### src/rtl/mmc3_pkg.sv
// mmc3_pkg: shared register-select codes and counter width for the MMC3 scanline IRQ block
package mmc3_pkg;
  localparam int MMC3_CNT_W = 8;
  typedef enum logic [1:0] {
    MMC3_REG_LATCH   = 2'd0,
    MMC3_REG_RELOAD  = 2'd1,
    MMC3_REG_DISABLE = 2'd2,
    MMC3_REG_ENABLE  = 2'd3
  } mmc3_reg_e;
endpackage

### src/rtl/mmc3_scanline_irq_if.sv
// mmc3_scanline_irq_if: A12 input, mapper register write port and IRQ/counter/a12_clk outputs
// master drives a12 and register writes; slave is the IRQ block.
interface mmc3_scanline_irq_if;
  import mmc3_pkg::*;
  logic                  a12;
  logic                  reg_we;
  logic [1:0]            reg_sel;
  logic [7:0]            reg_data;
  logic                  irq_n;
  logic [MMC3_CNT_W-1:0] counter;
  logic                  a12_clk;
  modport master (output a12, reg_we, reg_sel, reg_data, input irq_n, counter, a12_clk);
  modport slave (input a12, reg_we, reg_sel, reg_data, output irq_n, counter, a12_clk);
endinterface

### src/rtl/a12_edge_filter.sv
// a12_edge_filter: synchronises raw A12 and emits one a12_clk pulse per rise preceded by A12_LOW_MIN low cycles
// Ports: m2 clock, reset sync active-high, a12 raw async input, a12_clk registered one-cycle pulse.
module a12_edge_filter #(
  parameter int A12_LOW_MIN     = 3,
  parameter int A12_SYNC_STAGES = 2
) (
  input  logic m2,
  input  logic reset,
  input  logic a12,
  output logic a12_clk
);
  logic [A12_SYNC_STAGES-1:0] sync;
  logic                       a12_s;
  logic                       a12_d;
  logic [3:0]                 low_cnt;
  logic                       rise;
  always_comb begin
    a12_s = sync[A12_SYNC_STAGES-1];
    rise  = a12_s && !a12_d && low_cnt == 4'(A12_LOW_MIN);
  end
  always_ff @(posedge m2) begin
    if (reset) begin
      sync    <= '0;
      a12_d   <= 1'b0;
      low_cnt <= 4'd0;
      a12_clk <= 1'b0;
    end else begin
      sync    <= {sync[A12_SYNC_STAGES-2:0], a12};
      a12_d   <= a12_s;
      low_cnt <= a12_s ? 4'd0 : (low_cnt == 4'(A12_LOW_MIN) ? low_cnt : low_cnt + 4'd1);
      a12_clk <= rise;
    end
  end
endmodule

### src/rtl/mmc3_scanline_irq.sv
// mmc3_scanline_irq: MMC3 scanline counter with latch/reload/enable registers and latched IRQ
// Ports: m2 clock, reset sync active-high, bus (slave) carries a12, register writes, irq_n, counter, a12_clk.
// Optional COOLGIRL_MMC3_ALT_IRQ_EN selects old-revision IRQ: only a 1->0 decrement or a
// reload_flag reload of latch 0 raises pending.
module mmc3_scanline_irq
  import mmc3_pkg::*;
#(
  parameter int A12_LOW_MIN     = 3,
  parameter int A12_SYNC_STAGES = 2
) (
  input logic               m2,
  input logic               reset,
  mmc3_scanline_irq_if.slave bus
);
  logic [MMC3_CNT_W-1:0] cnt;
  logic [MMC3_CNT_W-1:0] latch;
  logic [MMC3_CNT_W-1:0] step_val;
  logic                  reload_flag;
  logic                  enabled;
  logic                  pending;
  logic                  a12_clk;
  logic                  zero_evt;
  logic                  wr_latch;
  logic                  wr_reload;
  logic                  wr_disable;
  logic                  wr_enable;
  a12_edge_filter #(
    .A12_LOW_MIN    (A12_LOW_MIN),
    .A12_SYNC_STAGES(A12_SYNC_STAGES)
  ) u_filter (
    .m2     (m2),
    .reset  (reset),
    .a12    (bus.a12),
    .a12_clk(a12_clk)
  );
  always_comb begin
    wr_latch   = bus.reg_we && bus.reg_sel == MMC3_REG_LATCH;
    wr_reload  = bus.reg_we && bus.reg_sel == MMC3_REG_RELOAD;
    wr_disable = bus.reg_we && bus.reg_sel == MMC3_REG_DISABLE;
    wr_enable  = bus.reg_we && bus.reg_sel == MMC3_REG_ENABLE;
    step_val   = (cnt == '0 || reload_flag) ? latch : cnt - 1'b1;
`ifdef COOLGIRL_MMC3_ALT_IRQ_EN
    zero_evt   = a12_clk && ((cnt == 8'd1 && !reload_flag) || (reload_flag && latch == '0));
`else
    zero_evt   = a12_clk && step_val == '0;
`endif
    bus.counter = cnt;
    bus.irq_n   = !pending;
    bus.a12_clk = a12_clk;
  end
  // A reload write on a step edge overrides the step's counter result, but the
  // step's zero evaluation (from the pre-write state) still feeds pending.
  always_ff @(posedge m2) begin
    if (reset) begin
      cnt         <= '0;
      latch       <= '0;
      reload_flag <= 1'b0;
      enabled     <= 1'b0;
      pending     <= 1'b0;
    end else begin
      if (a12_clk) begin
        cnt         <= step_val;
        reload_flag <= 1'b0;
      end
      if (wr_reload) begin
        cnt         <= '0;
        reload_flag <= 1'b1;
      end
      if (wr_latch) latch <= bus.reg_data;
      if (wr_disable) enabled <= 1'b0;
      if (wr_enable) enabled <= 1'b1;
      pending <= wr_disable ? 1'b0 : (pending || (zero_evt && enabled));
    end
  end
endmodule

### src/flat_wrapper.sv
// flat-port wrapper written by rule: the top's interface ports become plain ports
module mmc3_scanline_irq_flat import mmc3_pkg::*;
#(
  parameter int A12_LOW_MIN     = 3,
  parameter int A12_SYNC_STAGES = 2
)
  (m2, reset, bus_a12, bus_reg_we, bus_reg_sel, bus_reg_data, bus_irq_n, bus_counter, bus_a12_clk);
  mmc3_scanline_irq_if bus_i ();
  input logic m2;
  input logic reset;
  input wire logic [$bits(bus_i.a12)-1:0] bus_a12;
  input wire logic [$bits(bus_i.reg_we)-1:0] bus_reg_we;
  input wire logic [$bits(bus_i.reg_sel)-1:0] bus_reg_sel;
  input wire logic [$bits(bus_i.reg_data)-1:0] bus_reg_data;
  output wire logic [$bits(bus_i.irq_n)-1:0] bus_irq_n;
  output wire logic [$bits(bus_i.counter)-1:0] bus_counter;
  output wire logic [$bits(bus_i.a12_clk)-1:0] bus_a12_clk;
  assign bus_i.a12 = bus_a12;
  assign bus_i.reg_we = bus_reg_we;
  assign bus_i.reg_sel = bus_reg_sel;
  assign bus_i.reg_data = bus_reg_data;
  assign bus_irq_n = bus_i.irq_n;
  assign bus_counter = bus_i.counter;
  assign bus_a12_clk = bus_i.a12_clk;
  mmc3_scanline_irq #(.A12_LOW_MIN(A12_LOW_MIN), .A12_SYNC_STAGES(A12_SYNC_STAGES)) u_core (.m2(m2), .reset(reset), .bus(bus_i));
endmodule
### config.mk
export PLATFORM = sky130hd
export DESIGN_NAME = mmc3_scanline_irq_flat
export DESIGN_NICKNAME = d
export VERILOG_FILES = /design/src/rtl/mmc3_pkg.sv /design/src/rtl/mmc3_scanline_irq_if.sv /design/src/rtl/a12_edge_filter.sv /design/src/rtl/mmc3_scanline_irq.sv /design/src/flat_wrapper.sv
export SDC_FILE = /design/constraint.sdc
export NUM_CORES = 1
export LEC_CHECK = 0
export ABC_AREA = 1
export BUFFER_PORTS_ARGS = -buffer_cell sky130_fd_sc_hd__clkbuf_2
export CAP_MARGIN = 20
export CORE_ASPECT_RATIO = 0.9
export CORE_MARGIN = 4
export CORE_UTILIZATION = 45
export CTS_BUF_LIST = sky130_fd_sc_hd__clkbuf_16
export CTS_CLUSTER_DIAMETER = 120
export DETAILED_ROUTE_END_ITERATION = 12
export PLACE_DENSITY = 0.72
export SETUP_SLACK_MARGIN = 0.4
export SLEW_MARGIN = 10
export SYNTH_ARGS = -nofsm -noshare
export SYNTH_HDL_FRONTEND = slang
export SYNTH_SLANG_ARGS = --single-unit
export TNS_END_PERCENT = 30
### constraint.sdc
create_clock -name m2 -period 1.55 [get_ports m2]
set_input_delay 0.2325 -clock m2 [delete_from_list [all_inputs] [get_ports m2]]
set_output_delay 0.2325 -clock m2 [all_outputs]
set_load 0.05 [all_outputs]
==> impl_metrics.yaml <==
timing:
  fin_crit_sh_pct: 91.7
  holdWs_ns: 0.157
  finalHoldViolCount: 0
  max_slew.worst_pin.slew_ns: 0.414
  setup_tns_ns: 0
  fin_ws_ns: 0.128
  layout_min_cycle_time_ns: 1.42
  slew_headroom_pct: 72.1
  rsz0062_at_grt: "yes"
  slew_violations: 0
  clock.fmax_ghz: 0.703
  fin_skew_ns: 0.00253
  setup_viol: 0
placement:
  dpl-instance-area_um2: 1520
  hpwl_um: 2030
  dp_slack_ns: 0.0477
  gp_congestion: 0.852
  port_buffers: 23
  dp.cells: 255
setup_path:
  crit_required_ns: 1.75
  worstPathArrival_ns: 1.62
  path_max_fanout: 6
  critical_path_class: "register to register"
  worstSetupStartpointType: "register"
  crit_path_end_kind: "register"
  reg2reg_slack_ns: 0.13
  r2r_start: "u_core.bus.counter[0]"
  crit_path_start: "u_core.bus.counter[0]"
synth:
  yosysUniqueCellTypes: 23
  synth_top_family_by_area: "simple AND/OR/NAND/NOR gates"
  yosysSeqAreaShare_pct: 41.4
  syn_avg_cell_area_um2: 6.73
  synth-xor-area-share_pct: 2.01
  syn_area_um2: 1310
  synth-compound-area-share_pct: 14.7
  synthAdderAreaFrac_pct: 2.87
  synthSimpleGateAreaFrac_pct: 28.7
  ys_warn_count: 0
  netlist_instances: 194
  ys_ff_latch: 27
  synth_nets: 211
  yosys.area.top_type: "dfxtp_1"
  synthMuxAreaShare_pct: 0
  yosysTopAreaCellShare_pct: 41.4
  synthTopCellsByArea: "dfxtp_1 41%, nand2_1 13%, inv_1 8.9%"
cts:
  clk_path_buf_depth: 2
  insertion_delay_ns: 0.26
  cts_tree: "built"
  cts-root-buf: "clkbuf_16"
  clkSinkCount: 27
  clk_pin_slew_ns: 0.07
  cts_inserted_buffers: 3
  cts.htree.levels: 1
  hold_buffers: 0
layout:
  final_cells: 263
  utilization_pct: 59.8
  diodes: 0
  drive_gt1_share_pct: 27.8
  area_growth_pct: 26.9
  finalInstanceArea_um2: 1660
  layout.nets: 241
job:
  cap_violations: 0
min_path:
  worstHoldStart: "bus_a12"
  hold_path_class: "input pin to register"
pwr:
  power_mw: 1.48
  power_leakage_nw: 0.816
  p_per_area_nw_per_um2: 895
  vdd_drop_max_uv: 628
grt:
  grt_max_degree: 18
  grt_pass1_vias: 1092
  grt_usage_pct: 15.7
  grt_overflow: 0
  grt_pass1_wl_um: 4700
  antenna_found_initial: 0
routing:
  via_per_inst: 4.57
  ant_nets: 0
  remaining_drc_errors: 0
  wl_um: 2690
  post_drt_wl_per_cell_um: 10.2
  num_vias: 1202
  dr.pass1.iters: 4
  drt-initial-drc-count: 48
floorplan:
  die_h_um: 59.1
  start_util_pct: 47.2
  num_rows: 18
  num_io_pins: 24
  coreArea_um2: 2770
  die-width_um: 64.8
  dieArea_um2: 3830
status:
  status: "completed"
==> state kept, by name, summed over array words and instances (netlist names) <==
name,flops
u_core.u_filter.a12_d,1
u_core.reload_flag,1
u_core.pending,1
u_core.u_filter.sync,2
u_core.latch,8
u_core.u_filter.a12_clk,1
u_core.u_filter.low_cnt,4
u_core.bus.counter,8
u_core.enabled,1
==> cell usage in the layout (no fill, tap or decap), types with 6 or more instances in the layout <==
cell	n
a21oi_1	15
buf_4	6
clkbuf_2	23
dfxtp_1	18
dfxtp_2	6
inv_1	28
nand2_1	39
nand2_2	6
nand3_1	13
nor2_1	24
o21ai_0	12
==> routing by layer <==
| layer | vias to the layer above | GRT usage (%) | part of all wire (%) |
|---|---|---|---|
| met1 | 503 | 21.8 | 53 |
| li1 | 670 | - | - |
| met4 | 0 | 4.82 | 1.3 |
| met5 | - | 0 | 0 |
| met3 | 4 | 4.93 | 5.4 |
| met2 | 25 | 23.3 | 40 |
==> cells by family (layout without fill, tap and decap cells) <==
logic type	Yosys count	count (layout)
flip-flops	27	27
AND/OR/NAND/NOR	91	91
buffers and inverters	36	65
XOR/XNOR	3	3
adder cells (fa/ha/maj)	3	3
AO/OA/AOI/OAI	34	34
==> report_power, final <==
part | internal, mW | switching, mW | leakage [nW]
clock | 0.357 | 0.251 | 0.0415
combinational | 0.0573 | 0.0865 | 0.549
sequential | 0.716 | 0.0161 | 0.225
==> path summary, 6_finish.rpt <==
check,endpoint,cells after the start
setup / recovery,u_core.pending,10
setup reg to reg,u_core.pending,10
hold / removal,u_core.u_filter.sync[0],3
hold reg to reg,u_core.u_filter.a12_clk,1
==> what timing repair did <==
item | 4_1_cts | 5_1_grt
pin swaps | 6 | 6
gates resized for setup | 4 | 7
endpoints found under the setup margin | 15 | 20
hold endpoints to repair | 0 | 0
buffers inserted | 3 | 1
==> critical path, stage by stage, from the launching register on <==
cell and delay (ns):
dfxtp_4 0.35, inv_4 0.07, ha_4 0.14, nand2_4 0.05, o21ai_4 0.20, nand2_1 0.09, nand2_1 0.08, nand2_1 0.06
nor2_1 0.11, nand3_1 0.09, a21oi_2 0.11
==> synth_stat cells, drive strengths merged <==
library cell,count
nand4,1
xnor2,2
clkbuf,3
nand2,46
nand3,13
o21ai,16
ha,3
o21a,1
o2111ai,1
a21oi,16
inv,32
nor3,1
nand3b,1
dfxtp,27
buf,1
nor4,1
xor2,1
nor2,28
==> area by class of cell <==
cell class | count | area, um2
clock inverters | 1 | 8.76
fillers | 268 | 1110
flip-flops and latches | 27 | 559
multi-input cells | 131 | 679
well taps | 40 | 50.0
clock buffers | 3 | 75.1
repair buffers | 29 | 160
inverters | 32 | 125
Note: power is estimated with default switching activity, not from simulation.
